### src/rtl/param_insertion_sorter_if.sv
// Handshake, data and status bundle for param_insertion_sorter.
// The sorter connects through the slave modport; the producer/consumer side uses master.
interface param_insertion_sorter_if #(
    parameter int WIDTH = 8,
    parameter int TAG_W = 4,
    parameter int CNT_W = 5
);
    logic             in_valid;
    logic             in_ready;
    logic [WIDTH-1:0] in_key;
    logic [TAG_W-1:0] in_tag;
    logic             descending;
    logic             flush;
    logic             out_valid;
    logic             out_ready;
    logic [WIDTH-1:0] out_key;
    logic [TAG_W-1:0] out_tag;
    logic [CNT_W-1:0] count;
    logic             full;
    logic             empty;
    logic             draining;

    modport master (
        output in_valid, in_key, in_tag, descending, flush, out_ready,
        input  in_ready, out_valid, out_key, out_tag, count, full, empty, draining
    );

    modport slave (
        input  in_valid, in_key, in_tag, descending, flush, out_ready,
        output in_ready, out_valid, out_key, out_tag, count, full, empty, draining
    );
endinterface

### src/rtl/param_insertion_sorter.sv
// Systolic-style insertion sorter: keys are placed in sorted position on entry and drained head-first.
// Define SORTER_TAG_EN to build tag storage so in_tag travels with its key to out_tag.
module param_insertion_sorter #(
    parameter int WIDTH = 8,
    parameter int DEPTH = 28,
    parameter int TAG_W = 4,
    parameter int CNT_W = $clog2(DEPTH + 1)
) (
    input  logic                    clk,
    input  logic                    nreset,
    param_insertion_sorter_if.slave bus
);
    typedef enum logic {FILL = 1'b0, DRAIN = 1'b1} state_t;

    state_t           state_q, state_d;
    logic [CNT_W-1:0] count_q, count_d;
    logic             dir_q, dir_d;
    logic             out_valid_q, out_valid_d;
    logic [WIDTH-1:0] out_key_q, out_key_d;
    logic [WIDTH-1:0] key_q [DEPTH];
    logic [WIDTH-1:0] key_d [DEPTH];
    logic [DEPTH-1:0] take;
    logic             full;
    logic             empty;
    logic             do_insert;
    logic             do_pop;

    assign full  = (count_q == CNT_W'(DEPTH));
    assign empty = (count_q == '0);

    // take[i]: cell i is at or behind the insert position; strict compare keeps equal keys in arrival order
    always_comb begin
        take = '0;
        for (int i = 0; i < DEPTH; i++) begin
            if (CNT_W'(i) >= count_q) begin
                take[i] = 1'b1;
            end else if (dir_q) begin
                take[i] = (key_q[i] < bus.in_key);
            end else begin
                take[i] = (key_q[i] > bus.in_key);
            end
        end
    end

    always_comb begin
        state_d   = state_q;
        count_d   = count_q;
        dir_d     = dir_q;
        do_insert = 1'b0;
        do_pop    = 1'b0;
        case (state_q)
            FILL: begin
                do_insert = bus.in_valid && !full;
                if (do_insert) begin
                    count_d = count_q + 1'b1;
                    if (empty) begin
                        dir_d = bus.descending;
                    end
                end
                if (bus.flush && (count_d != '0)) begin
                    state_d = DRAIN;
                end
            end
            DRAIN: begin
                do_pop = out_valid_q && bus.out_ready;
                if (do_pop) begin
                    count_d = count_q - 1'b1;
                end
                if (count_d == '0) begin
                    state_d = FILL;
                end
            end
            default: begin
                state_d = FILL;
            end
        endcase
    end

    always_comb begin
        for (int i = 0; i < DEPTH; i++) begin
            key_d[i] = key_q[i];
        end
        if (do_insert) begin
            if (take[0]) begin
                key_d[0] = bus.in_key;
            end
            for (int i = 1; i < DEPTH; i++) begin
                if (take[i]) begin
                    key_d[i] = take[i-1] ? key_q[i-1] : bus.in_key;
                end
            end
        end else if (do_pop) begin
            for (int i = 0; i < DEPTH - 1; i++) begin
                key_d[i] = key_q[i+1];
            end
            key_d[DEPTH-1] = '0;
        end
    end

    // Output register tracks the next head while draining and otherwise holds its last value
    always_comb begin
        out_valid_d = (state_d == DRAIN) && (count_d != '0);
        out_key_d   = out_valid_d ? key_d[0] : out_key_q;
    end

    always_ff @(posedge clk) begin
        if (!nreset) begin
            state_q     <= FILL;
            count_q     <= '0;
            dir_q       <= bus.descending;
            out_valid_q <= 1'b0;
            out_key_q   <= '0;
            for (int i = 0; i < DEPTH; i++) begin
                key_q[i] <= '0;
            end
        end else begin
            state_q     <= state_d;
            count_q     <= count_d;
            dir_q       <= dir_d;
            out_valid_q <= out_valid_d;
            out_key_q   <= out_key_d;
            for (int i = 0; i < DEPTH; i++) begin
                key_q[i] <= key_d[i];
            end
        end
    end

`ifdef SORTER_TAG_EN
    logic [TAG_W-1:0] tag_q [DEPTH];
    logic [TAG_W-1:0] tag_d [DEPTH];
    logic [TAG_W-1:0] out_tag_q, out_tag_d;

    // Tags shift exactly like their keys, using the same position vector
    always_comb begin
        for (int i = 0; i < DEPTH; i++) begin
            tag_d[i] = tag_q[i];
        end
        if (do_insert) begin
            if (take[0]) begin
                tag_d[0] = bus.in_tag;
            end
            for (int i = 1; i < DEPTH; i++) begin
                if (take[i]) begin
                    tag_d[i] = take[i-1] ? tag_q[i-1] : bus.in_tag;
                end
            end
        end else if (do_pop) begin
            for (int i = 0; i < DEPTH - 1; i++) begin
                tag_d[i] = tag_q[i+1];
            end
            tag_d[DEPTH-1] = '0;
        end
        out_tag_d = out_valid_d ? tag_d[0] : out_tag_q;
    end

    always_ff @(posedge clk) begin
        if (!nreset) begin
            out_tag_q <= '0;
            for (int i = 0; i < DEPTH; i++) begin
                tag_q[i] <= '0;
            end
        end else begin
            out_tag_q <= out_tag_d;
            for (int i = 0; i < DEPTH; i++) begin
                tag_q[i] <= tag_d[i];
            end
        end
    end

    assign bus.out_tag = out_tag_q;
`else
    logic unused_tag;
    assign unused_tag  = ^bus.in_tag;
    assign bus.out_tag = '0;
`endif

    assign bus.in_ready  = (state_q == FILL) && !full;
    assign bus.out_valid = out_valid_q;
    assign bus.out_key   = out_key_q;
    assign bus.count     = count_q;
    assign bus.full      = full;
    assign bus.empty     = empty;
    assign bus.draining  = (state_q == DRAIN);
endmodule

### src/flat_wrapper.sv
// flat-port wrapper written by rule: the top's interface ports become plain ports
module param_insertion_sorter_flat 
#(
    parameter int WIDTH = 8,
    parameter int DEPTH = 28,
    parameter int TAG_W = 4,
    parameter int CNT_W = $clog2(DEPTH + 1)
)
  (clk, nreset, bus_in_valid, bus_in_key, bus_in_tag, bus_descending, bus_flush, bus_out_ready, bus_in_ready, bus_out_valid, bus_out_key, bus_out_tag, bus_count, bus_full, bus_empty, bus_draining);
  param_insertion_sorter_if #(.WIDTH(WIDTH), .TAG_W(TAG_W), .CNT_W(CNT_W)) bus_i ();
  input  logic clk;
  input  logic nreset;
  input wire logic [$bits(bus_i.in_valid)-1:0] bus_in_valid;
  input wire logic [$bits(bus_i.in_key)-1:0] bus_in_key;
  input wire logic [$bits(bus_i.in_tag)-1:0] bus_in_tag;
  input wire logic [$bits(bus_i.descending)-1:0] bus_descending;
  input wire logic [$bits(bus_i.flush)-1:0] bus_flush;
  input wire logic [$bits(bus_i.out_ready)-1:0] bus_out_ready;
  output wire logic [$bits(bus_i.in_ready)-1:0] bus_in_ready;
  output wire logic [$bits(bus_i.out_valid)-1:0] bus_out_valid;
  output wire logic [$bits(bus_i.out_key)-1:0] bus_out_key;
  output wire logic [$bits(bus_i.out_tag)-1:0] bus_out_tag;
  output wire logic [$bits(bus_i.count)-1:0] bus_count;
  output wire logic [$bits(bus_i.full)-1:0] bus_full;
  output wire logic [$bits(bus_i.empty)-1:0] bus_empty;
  output wire logic [$bits(bus_i.draining)-1:0] bus_draining;
  assign bus_i.in_valid = bus_in_valid;
  assign bus_i.in_key = bus_in_key;
  assign bus_i.in_tag = bus_in_tag;
  assign bus_i.descending = bus_descending;
  assign bus_i.flush = bus_flush;
  assign bus_i.out_ready = bus_out_ready;
  assign bus_in_ready = bus_i.in_ready;
  assign bus_out_valid = bus_i.out_valid;
  assign bus_out_key = bus_i.out_key;
  assign bus_out_tag = bus_i.out_tag;
  assign bus_count = bus_i.count;
  assign bus_full = bus_i.full;
  assign bus_empty = bus_i.empty;
  assign bus_draining = bus_i.draining;
  param_insertion_sorter #(.WIDTH(WIDTH), .DEPTH(DEPTH), .TAG_W(TAG_W), .CNT_W(CNT_W)) u_core (.clk(clk), .nreset(nreset), .bus(bus_i));
endmodule
### config.mk
export PLATFORM = sky130hd
export DESIGN_NAME = param_insertion_sorter_flat
export DESIGN_NICKNAME = d
export VERILOG_FILES = /design/src/rtl/param_insertion_sorter_if.sv /design/src/rtl/param_insertion_sorter.sv /design/src/flat_wrapper.sv
export SDC_FILE = /design/constraint.sdc
export NUM_CORES = 1
export LEC_CHECK = 0
export CORE_ASPECT_RATIO = 0.75
export CORE_MARGIN = 10
export CORE_UTILIZATION = 40
export CTS_CLUSTER_DIAMETER = 100
export DETAILED_ROUTE_END_ITERATION = 16
export SLEW_MARGIN = 25
export SYNTH_ARGS = -nofsm -noshare
export SYNTH_HDL_FRONTEND = slang
export SYNTH_SLANG_ARGS = --single-unit
export TNS_END_PERCENT = 50
### constraint.sdc
create_clock -name clk -period 4.4 [get_ports clk]
set_input_delay 1.32 -clock clk [delete_from_list [all_inputs] [get_ports clk]]
set_output_delay 1.32 -clock clk [all_outputs]
set_load 0.02 [all_outputs]
==> results.json <==
{
  "die_w_microns": 274,
  "num_io_pins": 40,
  "p_int_uw": 4240,
  "fin_nets": 2643,
  "wl_met2_microns": 29300,
  "syn_avg_cell_area_sq_um": 8.22,
  "yosysWarnings": 0,
  "yosysTopAreaCell": "dfxtp_1",
  "final_max_slew_viol_count": 0,
  "clock_sinks": 240,
  "synth.area.top_cells": "dfxtp_1, ha_1, mux2i_1, a21oi_1, nand2_1",
  "synth_flop_cell": "dfxtp_1",
  "final.period_utilization": 0.957,
  "yosysUniqueCellTypes": 89,
  "startpoint_type": "primary input",
  "portBuffers": 31,
  "die_h_microns": 211,
  "fmax_mhz": 238,
  "status": "finished, final reports clean",
  "grt_max_degree": 87,
  "setup_violations": 0,
  "drv_cap": 0,
  "whs_ps": 476,
  "drive_gt1_frac": 0.104,
  "final_cell_area_sq_um": 22100,
  "final_cells": 3055,
  "slowest_delay_ps": 810,
  "maxSlewHeadroom": 0.273,
  "dr.pass1.iters": 6,
  "p_per_area_nw_per_um2": 287,
  "yosysTopAreaCellShare": 0.246,
  "cp.required_ps": 4880,
  "fp.coreArea_sq_um": 47700,
  "antenna_found_initial": 0,
  "worstPathCellList": "clkdlybuf4s50_1 > inv_2 > buf_12 > ha_1 > nand4_1 > a21oi_1 > a2111oi_0 > mux2_2 > nand2b_1 > a311o_1",
  "cts_setup_buffers": 0,
  "wl_microns": 72200,
  "holdBufCountCts": 0,
  "place_inst": 3005,
  "clock_skew_ps": 23.0,
  "grt_setup_unrepaired": "no",
  "initial_core_util": 0.408,
  "cts.clk_slew.worst_paths_ps": 60,
  "grt_pass1_vias": 18600,
  "antenna_cells": 0,
  "placed_area_sq_um": 21100,
  "first_iter_violations": 2186,
  "synth-seq-cells": 240,
  "clk_path_buf_depth": 3,
  "crit_slowest_cell": "a2111oi_0",
  "htreeDepth": 1,
  "wl_met3_microns": 6780,
  "overflow": 0,
  "p_comb_frac": 0.228,
  "fillers": 4629,
  "final_antenna_net_count": 0,
  "endpoint_kind": "register",
  "ctsRootBufferMaster": "clkbuf_16",
  "worstHoldPathType": "reg -> reg",
  "layout_common_cells": "nand2_1, dfxtp_1, ha_1",
  "ir_drop_uv": 241,
  "pwr-share-seq": 0.374,
  "synth_edf_count": 1,
  "drcViolationCount": 0,
  "switching_share": 0.332,
  "multi_input_area_sq_um": 13700,
  "clkPwrFrac": 0.398,
  "critPathKind": "in -> reg",
  "netlist_instances": 2362,
  "ys_seq_area_frac": 0.248,
  "track_usage": 0.243,
  "worstPathArrival_ps": 4690,
  "p_switching_uw": 2110,
  "clk-insertion-delay-late_ps": 600,
  "wl_met1_microns": 34100,
  "tightest_slew_ps": 1080,
  "post_cts_resized": 0,
  "wire_per_inst_microns": 23.6,
  "seqCellArea_sq_um": 4810,
  "viasPerCell": 6.46,
  "rows": 69,
  "grt_pass1_wl_microns": 112000,
  "cp_max_fo": 19,
  "p_leak_uw": 0.00886,
  "final_common_cell": "nand2_1",
  "power_uw": 6350,
  "cts_inserted_buffers": 28,
  "syn_to_final_growth_pct": 14.0,
  "dieArea_sq_um": 57900,
  "fin_crit_ps": 4210,
  "synth_area_sq_um": 19400,
  "vias": 19700,
  "hold_violations": 0,
  "top_layer_used": "met4",
  "tns_ps": 0,
  "async_flop_share": 0,
  "rrSetupSlack_ps": 990,
  "hpwl_microns": 50100,
  "place_congestion": 0.892,
  "cts_tree": "done"
}
==> metal layers <==
layer / track usage / vias up
met3: 0.0439 / 148
met4: 0.0726 / 0
met5: 0 / -
met1: 0.361 / 9550
met2: 0.346 / 932
li1: - / 9109
==> flip-flops by register name, indices dropped and copies added (netlist names) <==
name,count
u_core.key_q,224
u_core.dir_q,1
u_core.bus.out_valid,1
u_core.bus.draining,1
u_core.bus.count,5
u_core.bus.out_key,8
==> power groups by stage <==
stage	Clock, uW	Combinational (uW)	Sequential [uW]
final	2530	1450	2370
after global routing	2620	1560	2380
after CTS	2550	1410	2360
after detailed placement	0	1410	2410
after global placement	0	1360	2410
after floorplan	0	863	2390
==> final timing paths <==
| path | start | endpoint | cells past startpoint |
|---|---|---|---|
| setup / recovery | bus_in_key[6] | u_core.key_q[0][207] | 10 |
| setup reg to reg | u_core.bus.count[0] | u_core.bus.out_key[6] | 10 |
| hold reg to reg | u_core.bus.out_key[6] | u_core.bus.out_key[6] | 1 |
| hold / removal | u_core.bus.out_key[6] | u_core.bus.out_key[6] | 1 |
==> stage by stage <==
step / setup slack (ps) / util
after floorplan: 9.28 / -
after global placement: -270 / 0.443
after detailed placement: -324 / 0.444
after CTS: 242 / 0.464
after global routing: 87.1 / 0.465
final: 190 / 0.465
==> cells in the mapped netlist, types with 8 or more instances <==
master	number
nand2_1	245
dfxtp_1	239
ha_1	228
a21oi_1	211
mux2i_1	152
o21ai_0	140
nor2_1	101
clkbuf_1	98
nand3_1	85
inv_1	84
a221o_1	62
nor3_1	51
a22o_1	49
o221ai_1	49
o211ai_1	47
nand4_1	38
and3_1	36
buf_2	36
a22oi_1	32
a211oi_1	27
a21o_1	27
mux2_2	27
and2_1	25
nor2b_1	21
and4_1	15
a31oi_1	13
a32oi_1	10
a41oi_1	10
buf_1	10
buf_4	10
nand3b_1	10
o22ai_1	10
o2bb2ai_1	10
a211o_1	9
a221oi_1	9
o21ai_1	9
a311o_1	8
a32o_1	8
==> cells by family (layout without fill, tap and decap cells) <==
| kind of cell | count (synthesis) | in the layout | share of synthesized area |
|---|---|---|---|
| AOI/OAI and AO/OA | 794 | 794 | 0.287 |
| buffers and inverters | 248 | 299 | 0.0527 |
| adders and majority gates | 228 | 228 | 0.147 |
| other | 1 | 4 | 0.000193 |
| and+or+nand+nor | 663 | 663 | 0.165 |
| xor gates and xnor gates | 5 | 5 | 0.00226 |
| muxes | 183 | 183 | 0.0982 |
| DFF | 240 | 240 | 0.248 |
==> cell type report <==
type                            count  share of cell area
Multi-Input combinational cell   1877               0.617
Sequential cell                   240               0.217
Timing Repair Buffer              159              0.0703
Clock buffer                       42              0.0376
Tap cell                          639              0.0361
Inverter                           91              0.0155
Clock inverter                      7             0.00582
==> critical path, delay by kind of cell <==
| kind | cells | cell delay, ps |
|---|---|---|
| adders and majority gates | 1 | 340 |
| muxes | 1 | 430 |
| AOI/OAI and AO/OA | 3 | 1300 |
| buffers and inverters | 3 | 840 |
| and+or+nand+nor | 2 | 440 |
(Power assumes the default switching activity.)
